## src/rtl/spook_bb_pkg.sv

```systemverilog
// Shared types and size helpers for the Spook ping-pong block builder.
package spook_bb_pkg;

    // Controller phases: waiting for a segment, taking input words, writing padding.
    typedef enum logic [1:0] {
        IDLE = 2'd0,
        FILL = 2'd1,
        PAD  = 2'd2
    } bb_state_t;

    // Flags recorded for a block when its slot closes.
    typedef struct packed {
        logic not_full;
        logic last;
    } slot_flags_t;

    // Number of bus words in one block. BLCK_SIZE must be a multiple of BUS_SIZE,
    // and the result must be at least 2.
    function automatic int bb_wpb(input int bus_size, input int blck_size);
        return blck_size / bus_size;
    endfunction

    // Width of a word index inside a block.
    function automatic int bb_widx(input int wpb);
        return (wpb > 1) ? $clog2(wpb) : 1;
    endfunction

endpackage

```

## src/rtl/bb_slot_tracker.sv

```systemverilog
// Occupancy, read pointer and per-slot flags of the two-slot ping-pong buffer.
module bb_slot_tracker
    import spook_bb_pkg::*;
(
    input  logic        clk,
    input  logic        rst,
    input  logic        close_i,
    input  logic        close_slot_i,
    input  slot_flags_t close_flags_i,
    input  logic        ack_i,
    output logic [1:0]  occ_o,
    output logic        rdy_o,
    output logic        rd_slot_o,
    output logic        not_full_o,
    output logic        last_o
);

    logic [1:0]        occ_q, occ_d;
    logic              rd_slot_q, rd_slot_d;
    slot_flags_t [1:0] flags_q, flags_d;
    logic              rdy_q, not_full_q, last_q;
    logic              rdy_d, not_full_d, last_d;

    // Apply slot close (write side) and ack (read side); they never hit the same slot.
    always_comb begin
        // NOTE: every variable gets a default first so no path leaves it unassigned (no latch).
        occ_d     = occ_q;
        rd_slot_d = rd_slot_q;
        flags_d   = flags_q;
        if (close_i) begin
            occ_d[close_slot_i]   = 1'b1;
            flags_d[close_slot_i] = close_flags_i;
        end
        if (ack_i && occ_q[rd_slot_q]) begin
            occ_d[rd_slot_q] = 1'b0;
            rd_slot_d        = ~rd_slot_q;
        end
        // Flags are only meaningful with a ready block; keep them low otherwise.
        rdy_d      = occ_d[rd_slot_d];
        not_full_d = rdy_d & flags_d[rd_slot_d].not_full;
        last_d     = rdy_d & flags_d[rd_slot_d].last;
    end

    // Tracker state and registered read-side outputs.
    always_ff @(posedge clk) begin
        // NOTE: the flag registers are reset along with occupancy so no stale flags survive a reset.
        if (rst) begin
            occ_q      <= '0;
            rd_slot_q  <= 1'b0;
            flags_q    <= '0;
            rdy_q      <= 1'b0;
            not_full_q <= 1'b0;
            last_q     <= 1'b0;
        end else begin
            // NOTE: sequential state uses non-blocking assignment so all flops update together.
            occ_q      <= occ_d;
            rd_slot_q  <= rd_slot_d;
            flags_q    <= flags_d;
            rdy_q      <= rdy_d;
            not_full_q <= not_full_d;
            last_q     <= last_d;
        end
    end

    assign occ_o      = occ_q;
    assign rdy_o      = rdy_q;
    assign rd_slot_o  = rd_slot_q;
    assign not_full_o = not_full_q;
    assign last_o     = last_q;

endmodule

```

## src/rtl/blck_builder_pp_cntrl.sv

```systemverilog
// Block builder controller: packs bus words into blocks across a two-slot ping-pong buffer.
module blck_builder_pp_cntrl
    import spook_bb_pkg::*;
#(
    parameter  int BUS_SIZE  = 32,
    parameter  int BLCK_SIZE = 256,
    localparam int WPB       = bb_wpb(BUS_SIZE, BLCK_SIZE),
    localparam int WIDX      = bb_widx(WPB)
) (
    input  logic            clk,
    input  logic            rst,
    input  logic            set_ready,
    input  logic            data_in_valid,
    input  logic            data_in_partial,
    input  logic            data_in_eot,
    input  logic            empty_eot,
    output logic            data_in_ready,
    output logic            en_update,
    output logic            en_padding,
    output logic            pad_first,
    output logic            wr_slot,
    output logic [WIDX-1:0] wr_idx,
    output logic            blck_out_rdy,
    output logic            blck_out_slot,
    output logic            blck_out_not_full,
    output logic            blck_out_last,
    input  logic            blck_out_ack
);

    bb_state_t       state_q, state_d;
    logic            wr_slot_q, wr_slot_d;
    logic [WIDX-1:0] wr_idx_q, wr_idx_d;
    logic            pad_pending_q, pad_pending_d;

    logic [1:0]      occ;
    logic            close;
    slot_flags_t     close_flags;
    logic            idx_last;
    logic            seg_end;

    assign idx_last = (wr_idx_q == WIDX'(WPB - 1));
    assign seg_end  = data_in_partial | data_in_eot;

    // Write-side decode: strobes to the datapath, slot close and next FSM state.
    always_comb begin
        state_d       = state_q;
        wr_slot_d     = wr_slot_q;
        wr_idx_d      = wr_idx_q;
        pad_pending_d = pad_pending_q;
        data_in_ready = 1'b0;
        en_update     = 1'b0;
        en_padding    = 1'b0;
        pad_first     = 1'b0;
        close         = 1'b0;
        close_flags   = '0;

        unique case (state_q)
            IDLE: begin
                if (set_ready) begin
                    state_d = FILL;
                end
            end

            FILL: begin
                data_in_ready = ~occ[wr_slot_q];
                en_update     = data_in_valid & data_in_ready;
                if (en_update) begin
                    // A partial word gets its 0x01 pad byte appended in the same write.
                    if (data_in_partial) begin
                        en_padding = 1'b1;
                        pad_first  = 1'b1;
                    end
                    if (idx_last) begin
                        close                = 1'b1;
                        close_flags.not_full = data_in_partial;
                        close_flags.last     = seg_end;
                        wr_idx_d             = '0;
                        wr_slot_d            = ~wr_slot_q;
                        if (seg_end) begin
                            state_d = IDLE;
                        end
                    end else begin
                        wr_idx_d = wr_idx_q + WIDX'(1);
                        if (seg_end) begin
                            state_d       = PAD;
                            pad_pending_d = ~data_in_partial;
                        end
                    end
                end else if (empty_eot && (wr_idx_q == '0)) begin
                    // Empty segment: the whole block is padding, starting with the pad byte.
                    state_d       = PAD;
                    pad_pending_d = 1'b1;
                end
            end

            PAD: begin
                // Padding waits while the slot being filled is still held by the reader.
                en_padding = ~occ[wr_slot_q];
                pad_first  = en_padding & pad_pending_q;
                if (en_padding) begin
                    pad_pending_d = 1'b0;
                    if (idx_last) begin
                        close                = 1'b1;
                        close_flags.not_full = 1'b1;
                        close_flags.last     = 1'b1;
                        wr_idx_d             = '0;
                        wr_slot_d            = ~wr_slot_q;
                        state_d              = IDLE;
                    end else begin
                        wr_idx_d = wr_idx_q + WIDX'(1);
                    end
                end
            end

            default: begin
                state_d = IDLE;
            end
        endcase
    end

    // FSM and write-pointer registers.
    always_ff @(posedge clk) begin
        if (rst) begin
            state_q       <= IDLE;
            wr_slot_q     <= 1'b0;
            wr_idx_q      <= '0;
            pad_pending_q <= 1'b0;
        end else begin
            state_q       <= state_d;
            wr_slot_q     <= wr_slot_d;
            wr_idx_q      <= wr_idx_d;
            pad_pending_q <= pad_pending_d;
        end
    end

    assign wr_slot = wr_slot_q;
    assign wr_idx  = wr_idx_q;

    bb_slot_tracker u_slot_tracker (
        .clk           (clk),
        .rst           (rst),
        .close_i       (close),
        .close_slot_i  (wr_slot_q),
        .close_flags_i (close_flags),
        .ack_i         (blck_out_ack),
        .occ_o         (occ),
        .rdy_o         (blck_out_rdy),
        .rd_slot_o     (blck_out_slot),
        .not_full_o    (blck_out_not_full),
        .last_o        (blck_out_last)
    );

endmodule

```

## config.mk

```make
export PLATFORM = sky130hd
export DESIGN_NAME = blck_builder_pp_cntrl
export DESIGN_NICKNAME = d
export VERILOG_FILES = /design/src/rtl/spook_bb_pkg.sv /design/src/rtl/bb_slot_tracker.sv /design/src/rtl/blck_builder_pp_cntrl.sv
export SDC_FILE = /design/constraint.sdc
export NUM_CORES = 1
export LEC_CHECK = 0
export CAP_MARGIN = 10
export CORE_MARGIN = 5
export CORE_UTILIZATION = 45
export CTS_CLUSTER_DIAMETER = 100
export CTS_CLUSTER_SIZE = 8
export DETAILED_ROUTE_END_ITERATION = 10
export HOLD_SLACK_MARGIN = 0.06
export PLACE_DENSITY = 0.76
export SYNTH_ARGS = -nofsm -noshare
export SYNTH_HDL_FRONTEND = slang
export SYNTH_HIERARCHICAL = 1
export SYNTH_SLANG_ARGS = --single-unit
```

## constraint.sdc

```tcl
create_clock -name clk -period 2.1 [get_ports clk]
set_input_delay 0.21 -clock clk [delete_from_list [all_inputs] [get_ports clk]]
set_output_delay 0.21 -clock clk [all_outputs]
set_load 0.05 [all_outputs]
```

## Yosys cells after proc, flatten, opt, wreduce, memory -nomap -nowiden

Index checks and enable logic that the tools add are counted.

| word-level totals | value |
|---|---|
| register bits after elaboration | 17 |
| input port bits | 8 |
| output and inout port bits | 12 |
| word-level logic and storage cells | 108 |

| cells by class | value |
|---|---|
| $add $sub $neg | 1 |
| magnitude comparators | 5 |
| equal/unequal tests | 10 |
| muxes and demuxes | 57 |
| bitwise gates (word level) | 12 |
| reductions and logical operators | 10 |

Operators with widths:

| kind | number |
|---|---|
| $mux W2 | 17 |
| $mux W1 | 24 |
| $pmux W1 S2 | 5 |
| $reduce_and A5 Y1 | 2 |
| $mux W3 | 3 |
| $ne A3 B3 Y1 const B | 3 |
| $ne A2 B2 Y1 const B | 4 |
| $lt A1 B2 Y1 const B | 3 |
| $pmux W2 S3 | 1 |
| $pmux W3 S2 | 1 |
| $and A1 B1 Y1 | 4 |
| $bwmux W4 | 1 |
| $logic_and A1 B1 Y1 | 4 |
| $mux W4 | 1 |
| $not A1 Y1 | 4 |
| $pmux W2 S2 | 1 |
| $add A3 B1 Y3 const B | 1 |
| $eq A3 B3 Y1 const B | 1 |
| $logic_not A3 Y1 | 1 |
| $reduce_and A3 Y1 | 1 |
| $and A2 B2 Y2 | 1 |
| $demux W1 S1 | 2 |
| $demux W2 S1 | 1 |
| $eq A2 B1 Y1 const B | 1 |
| 7 further kinds | 8 |

## Logic depth before layout (Yosys ltp)

| depth | value |
|---|---|
| word-level depth | 12 |
| depth in mapped cells | 9 |
| mapped depth without buffers | 8 |

## By module

Netlist, hierarchy kept.

By module, submodules not included:

| module | times used | cells each | area each (um^2) | sequential area each (um^2) |
|---|---|---|---|---|
| blck_builder_pp_cntrl | 1 | 67 | 553.0 | 140.1 |
| bb_slot_tracker | 1 | 47 | 441.7 | 200.2 |

## Worst setup path before layout

Ideal clock, no wire load.

| path | value |
|---|---|
| path kind | reg2out |
| start | register wr_slot_q, in the netlist wr_slot |
| end | output pad_first |
| arrival time | 3.805 ns |
| required time | 1.890 ns |
| setup slack | -1.915 ns |
| stages on the path, launching flop included | 5 |
| buffers on the path | 0 |
| cell sequence | dfxtp_1 mux2i_2 nand4_1 a21boi_0 a21boi_0 |

| on the way | value |
|---|---|
| word-level cells in the longest chain between the ends | 6 |
| elaborated cells between the ends (all ways) | 7 |
| those cells by class | 4 x mux; 3 x bitwise |

RTL lines:

| what | line | source |
|---|---|---|
| start, declared | blck_builder_pp_cntrl.sv:31 | `logic wr_slot_q, wr_slot_d;` |
| start signal, assigned | blck_builder_pp_cntrl.sv:130 | `wr_slot_q <= wr_slot_d;` |
| $mux W1 (not written as such) * (2 in a row) | blck_builder_pp_cntrl.sv:65, blck_builder_pp_cntrl.sv:98 |  |
| $not A1 Y1 * | blck_builder_pp_cntrl.sv:65, blck_builder_pp_cntrl.sv:98 |  |
| $and A1 B1 Y1 | blck_builder_pp_cntrl.sv:66 | `en_update = data_in_valid & data_in_ready;` |
| $mux W1 | blck_builder_pp_cntrl.sv:67 | `if (en_update) begin` |
| $pmux W1 S2 * | blck_builder_pp_cntrl.sv:57 | `unique case (state_q)` |
| end, declared | blck_builder_pp_cntrl.sv:20 | `output logic pad_first,` |

Every way passes the cells marked *; elsewhere a longest branch is shown, timed or not. The select of a mux whose other input is x is not followed.

## Final worst setup path

Same ends and word-level chain as after synthesis.

==> run summary <==
Counting distinct cell types in the post-synthesis netlist gives 40. The number of antenna violations at the first check in global routing was 0; the combined global-route utilization of all metal layers was 0.1508. Area share of fa/ha/maj cells after synthesis: 0.07547.

The largest single stage delay on the critical path is 0.41 ns. Summed over all nets, the switching power comes to 0.4060 mW. After synthesis, the largest family of logic cells by area is compound AO/OA/AOI/OAI gates. Main flop type after synthesis: sky130_fd_sc_hd__dfxtp_1.

The initialized floorplan defines 17 standard-cell rows. Combinational share of power: 0.456. Once placement finished, the instance area stood at 1299 um^2. Dividing total power by cell area gives a power density of 735.3 nW/um^2. Tracing the worst setup path back leads to its startpoint at wr_slot$_SDFFE_PP0P_. Summing over every cut layer, the via total after detailed routing is 973.

Using the TritonRoute via totals, the vias-per-cell ratio works out to 5.624. In this run the remaining antenna-violating nets after routing total 0. The number of enable flip-flop cells after synthesis was 0; the instance count after placement with tap cells included was 163. The die is 57.02 um tall. The count of buffers from port buffering is 19. The number of antenna diodes in the final layout is 0. The share of cells above drive strength 1 works out to 0.2828. The wire-length estimate of the detail-placed layout is 1774 um.

After clock tree synthesis, the clock-pin slew on the worst setup and hold paths is 0.11 ns. The setup TNS came out at 0 ns. For this run, the number of standard cells in the final layout without fillers is 173.

For this design the static power due to leakage is 0.5446 nW. Traced cell by cell, the critical path runs through mux2i_4 > nand4_1 > a21boi_4 > a21boi_4 > buf_12. Grouping stages by cell kind, the critical path spends the most delay in compound AO/OA/AOI/OAI gates. The die is 57.02 um wide. TritonCTS built the clock tree. The tools report the starting utilization of the core area as 0.4585. The critical register-to-register path startpoint was wr_slot$_SDFFE_PP0P_. Number of buffers inserted for hold repair after clock tree synthesis: 0. Reg-to-reg critical path endpoint: u_slot_tracker/not_full_o$_SDFF_PP0_. The logs give 492.0 MHz for the highest attainable clock frequency and 17 for the number of clock sinks seen by CTS. The logs give 0.178 for the clock share of power and 160 for the number of nets in the finished design. Pin placement for this block handled 20 I/O pins. The via count of the first global-routing pass came out at 905. Startpoint kind of the worst setup timing path: a flop. The clock period could shrink to 2.033 ns. The arrival time of the worst setup path came out at 1.82 ns. The run finished with clean final reports. Counting flops and latches in the post-synthesis netlist gives 17. The worst-margin pin slew is 0.4984 ns. For the proportion of power drawn by flip-flops and latches, the log shows 0.366. The post-synthesis xor/xnor area fraction is 0.008805, and the total congestion overflow is 0. Across the run, the number of max-cap violations was 0. VDD sags by at most 651.5 uV. The tightest min-delay check is of the reg -> reg type.

After floorplanning, the core was sized to cover 2170 um^2. The area of the die was 3251 um^2. Setup violations remaining at the end of the flow were counted as 0. In the synthesized netlist, the number of instances is 114. The startpoint identified for the worst hold timing path is u_slot_tracker/flags_q[1]$_SDFF_PP0_. Setup repair after global routing could not meet its margin everywhere. The count of buffer and inverter cells on the critical path came out at 1. Final-report max-slew violation count: 0.

The first routing iteration left 16 violations. The critical path data required time is 1.89 ns. The post-synthesis compound-gate area fraction was 0.2428; the number of H-tree levels was 1. For the number of iterations in the first detailed-routing pass, the log shows 4. The most prevalent standard cell on the critical path is sky130_fd_sc_hd__a21boi_4. The tree is rooted in a sky130_fd_sc_hd__clkbuf_4. The post-synthesis share of cell area spent on and, or, nand and nor gates was 0.2239; the part of the Yosys area used for sequential elements was 0.3421.

Averaged over all synthesized cells, the footprint is 8.725 um^2. The share of synthesized flip-flops with an asynchronous set or reset was 0; the normalized max-slew margin was 0.6667. Entering global routing, the biggest net connects 13 pins. Leaving out fill and tap cells, the most frequent cell in the layout is sky130_fd_sc_hd__clkdlybuf4s50_1. The destination of the worst hold path was u_slot_tracker/flags_q[1]$_SDFF_PP0_.

The fraction of synthesized area in multiplexers was 0.06038; the largest fanout of any net on the critical path was 5. Later-pin clock latency in the skew report: 0.29 ns. For this design, the slowest cell found on the critical path is sky130_fd_sc_hd__dfxtp_4. The top cell types in the final layout, fill and taps aside, are sky130_fd_sc_hd__clkdlybuf4s50_1, sky130_fd_sc_hd__buf_4, sky130_fd_sc_hd__nor2_1. The first global-routing pass estimated 4022 um of wire.

The logs give 0 for the number of remaining DRC errors and 0.09 ns for the setup slack of the worst register-to-register path. Number of synthesis warnings: 6. Cell depth of the worst min-delay path: 2.

The number of cells on the worst reg-to-reg path is 7. The tools report the total routed wirelength as 2458 um. The number of clock buffers added by TritonCTS is 3. The share of the clock period used by the worst path was 0.9679; the deepest clock path buffer count was 2. The sort of element at the end of the critical path was an output port. The count of final hold-check violations was 0. The switching share of power was 0.3937. The net count of the mapped netlist is 128, and the total non-filler cell area in the finished layout is 1403 um^2. The logs give 994.7 um^2 for the post-synthesis instance area and 0.6253 mW for the internal power consumption.

The area growth from synthesis to layout is 41.01%. Across the routed clock network, the largest skew measured is 0.003710 ns. By startpoint and endpoint, the worst setup path is classified as reg -> out. The post-detailed-route wirelength per cell was 14.21 um; the final weighted congestion in routability-driven placement was 0.9391.
## worst max-delay path by stage
| stage | end | cells past startpoint |
|---|---|---|
| after global placement | u_slot_tracker/last_o$_SDFF_PP0_ | 7 |
| after detailed placement | u_slot_tracker/last_o$_SDFF_PP0_ | 7 |
| after CTS | pad_first | 5 |
| final | pad_first | 5 |
| after global routing | pad_first | 5 |
| after floorplan | u_slot_tracker/not_full_o$_SDFF_PP0_ | 7 |
## logic make-up after synthesis
| family | after synthesis |
|---|---|
| simple gates | 39 |
| compound gates | 34 |
| flops | 17 |
| buf+inv | 12 |
| fa+ha+maj | 6 |
| mux | 5 |
| xor+xnor | 1 |
## per-stage QoR
step	util	power (mW)	hold WS [ns]	setup WS (ns)
final	0.6465	1.031	0.5058	0.06735
after global routing	0.6465	1.096	0.5455	-0.03736
after CTS	0.6153	1.025	0.5035	0.01416
after detailed placement	0.5986	0.8379	0.4774	0.02289
after global placement	0.5986	0.8268	0.4821	0.1438
after floorplan	-	0.7008	0.4496	-0.07243
## worst reg2reg max path, stage by stage (launching register included)
cell                        delay, ns
sky130_fd_sc_hd__dfxtp_4         0.41
sky130_fd_sc_hd__mux2i_4         0.30
sky130_fd_sc_hd__nand2_1         0.16
sky130_fd_sc_hd__a21oi_1         0.15
sky130_fd_sc_hd__buf_4           0.16
sky130_fd_sc_hd__nand2b_1        0.12
sky130_fd_sc_hd__a2111oi_0       0.42
sky130_fd_sc_hd__o32ai_1         0.16
## Yosys cell counts (2+ instances only)
library cell / number / share of area
sky130_fd_sc_hd__dfxtp_1: 17 / 0.34
sky130_fd_sc_hd__a21boi_0: 3 / 0.023
sky130_fd_sc_hd__ha_1: 6 / 0.075
sky130_fd_sc_hd__mux2i_1: 2 / 0.020
sky130_fd_sc_hd__and3b_1: 2 / 0.018
sky130_fd_sc_hd__a21oi_1: 11 / 0.055
sky130_fd_sc_hd__inv_1: 9 / 0.034
sky130_fd_sc_hd__nor2b_1: 2 / 0.013
sky130_fd_sc_hd__nor2_1: 12 / 0.045
sky130_fd_sc_hd__o32ai_1: 2 / 0.018
sky130_fd_sc_hd__o21ai_0: 5 / 0.025
sky130_fd_sc_hd__and3_1: 3 / 0.019
sky130_fd_sc_hd__a211oi_1: 2 / 0.015
sky130_fd_sc_hd__nand2_1: 6 / 0.023
sky130_fd_sc_hd__a2111oi_0: 2 / 0.018
sky130_fd_sc_hd__a221oi_1: 2 / 0.018
sky130_fd_sc_hd__nand3b_1: 3 / 0.023
sky130_fd_sc_hd__and2_1: 3 / 0.019
## sequential cells by signal, summed over array words and instances, names as in the netlist
register                   count
u_slot_tracker/last_o          1
state_q                        2
wr_slot                        1
wr_idx                         3
u_slot_tracker/rd_slot_o       1
u_slot_tracker/not_full_o      1
u_slot_tracker/occ_o           2
u_slot_tracker/flags_q         4
pad_pending_q                  1
u_slot_tracker/rdy_o           1
## power groups by stage
| stage | Combinational, mW | Sequential [mW] | Clock (mW) |
|---|---|---|---|
| 3_3_place_gp | 0.445 | 0.382 | 0 |
| 5_1_grt | 0.508 | 0.384 | 0.204 |
| 4_1_cts | 0.460 | 0.378 | 0.187 |
| 3_5_place_dp | 0.453 | 0.385 | 0 |
| 6_report | 0.470 | 0.378 | 0.183 |
| 2_1_floorplan | 0.286 | 0.415 | 0 |
## final cells by class
class	count	area, um^2
fillers	204	767.0
multi-input cells	85	668.1
clock buffers	3	22.52
repair buffers	30	287.8
well taps	28	35.03
inverters	9	33.78
clock inverters	1	5.005
flip-flops and latches	17	350.3
## per-layer routing
metal / vias to the layer above / global-route usage / routed length [um] / share of wire
li1: 478 / - / - / -
met5: - / 0 / 0 / 0
met3: 4 / 0.02262 / 110 / 0.045
met1: 465 / 0.2005 / 1136 / 0.46
met2: 26 / 0.2545 / 1173 / 0.48
met4: 0 / 0.03974 / 37 / 0.015
## timing repair
item	in CTS	in global routing
buffers inserted	1	5
gates resized for setup	1	8
pin swaps	2	3
endpoints found under the setup margin	2	4
Note: power is estimated with default switching activity, not from simulation.
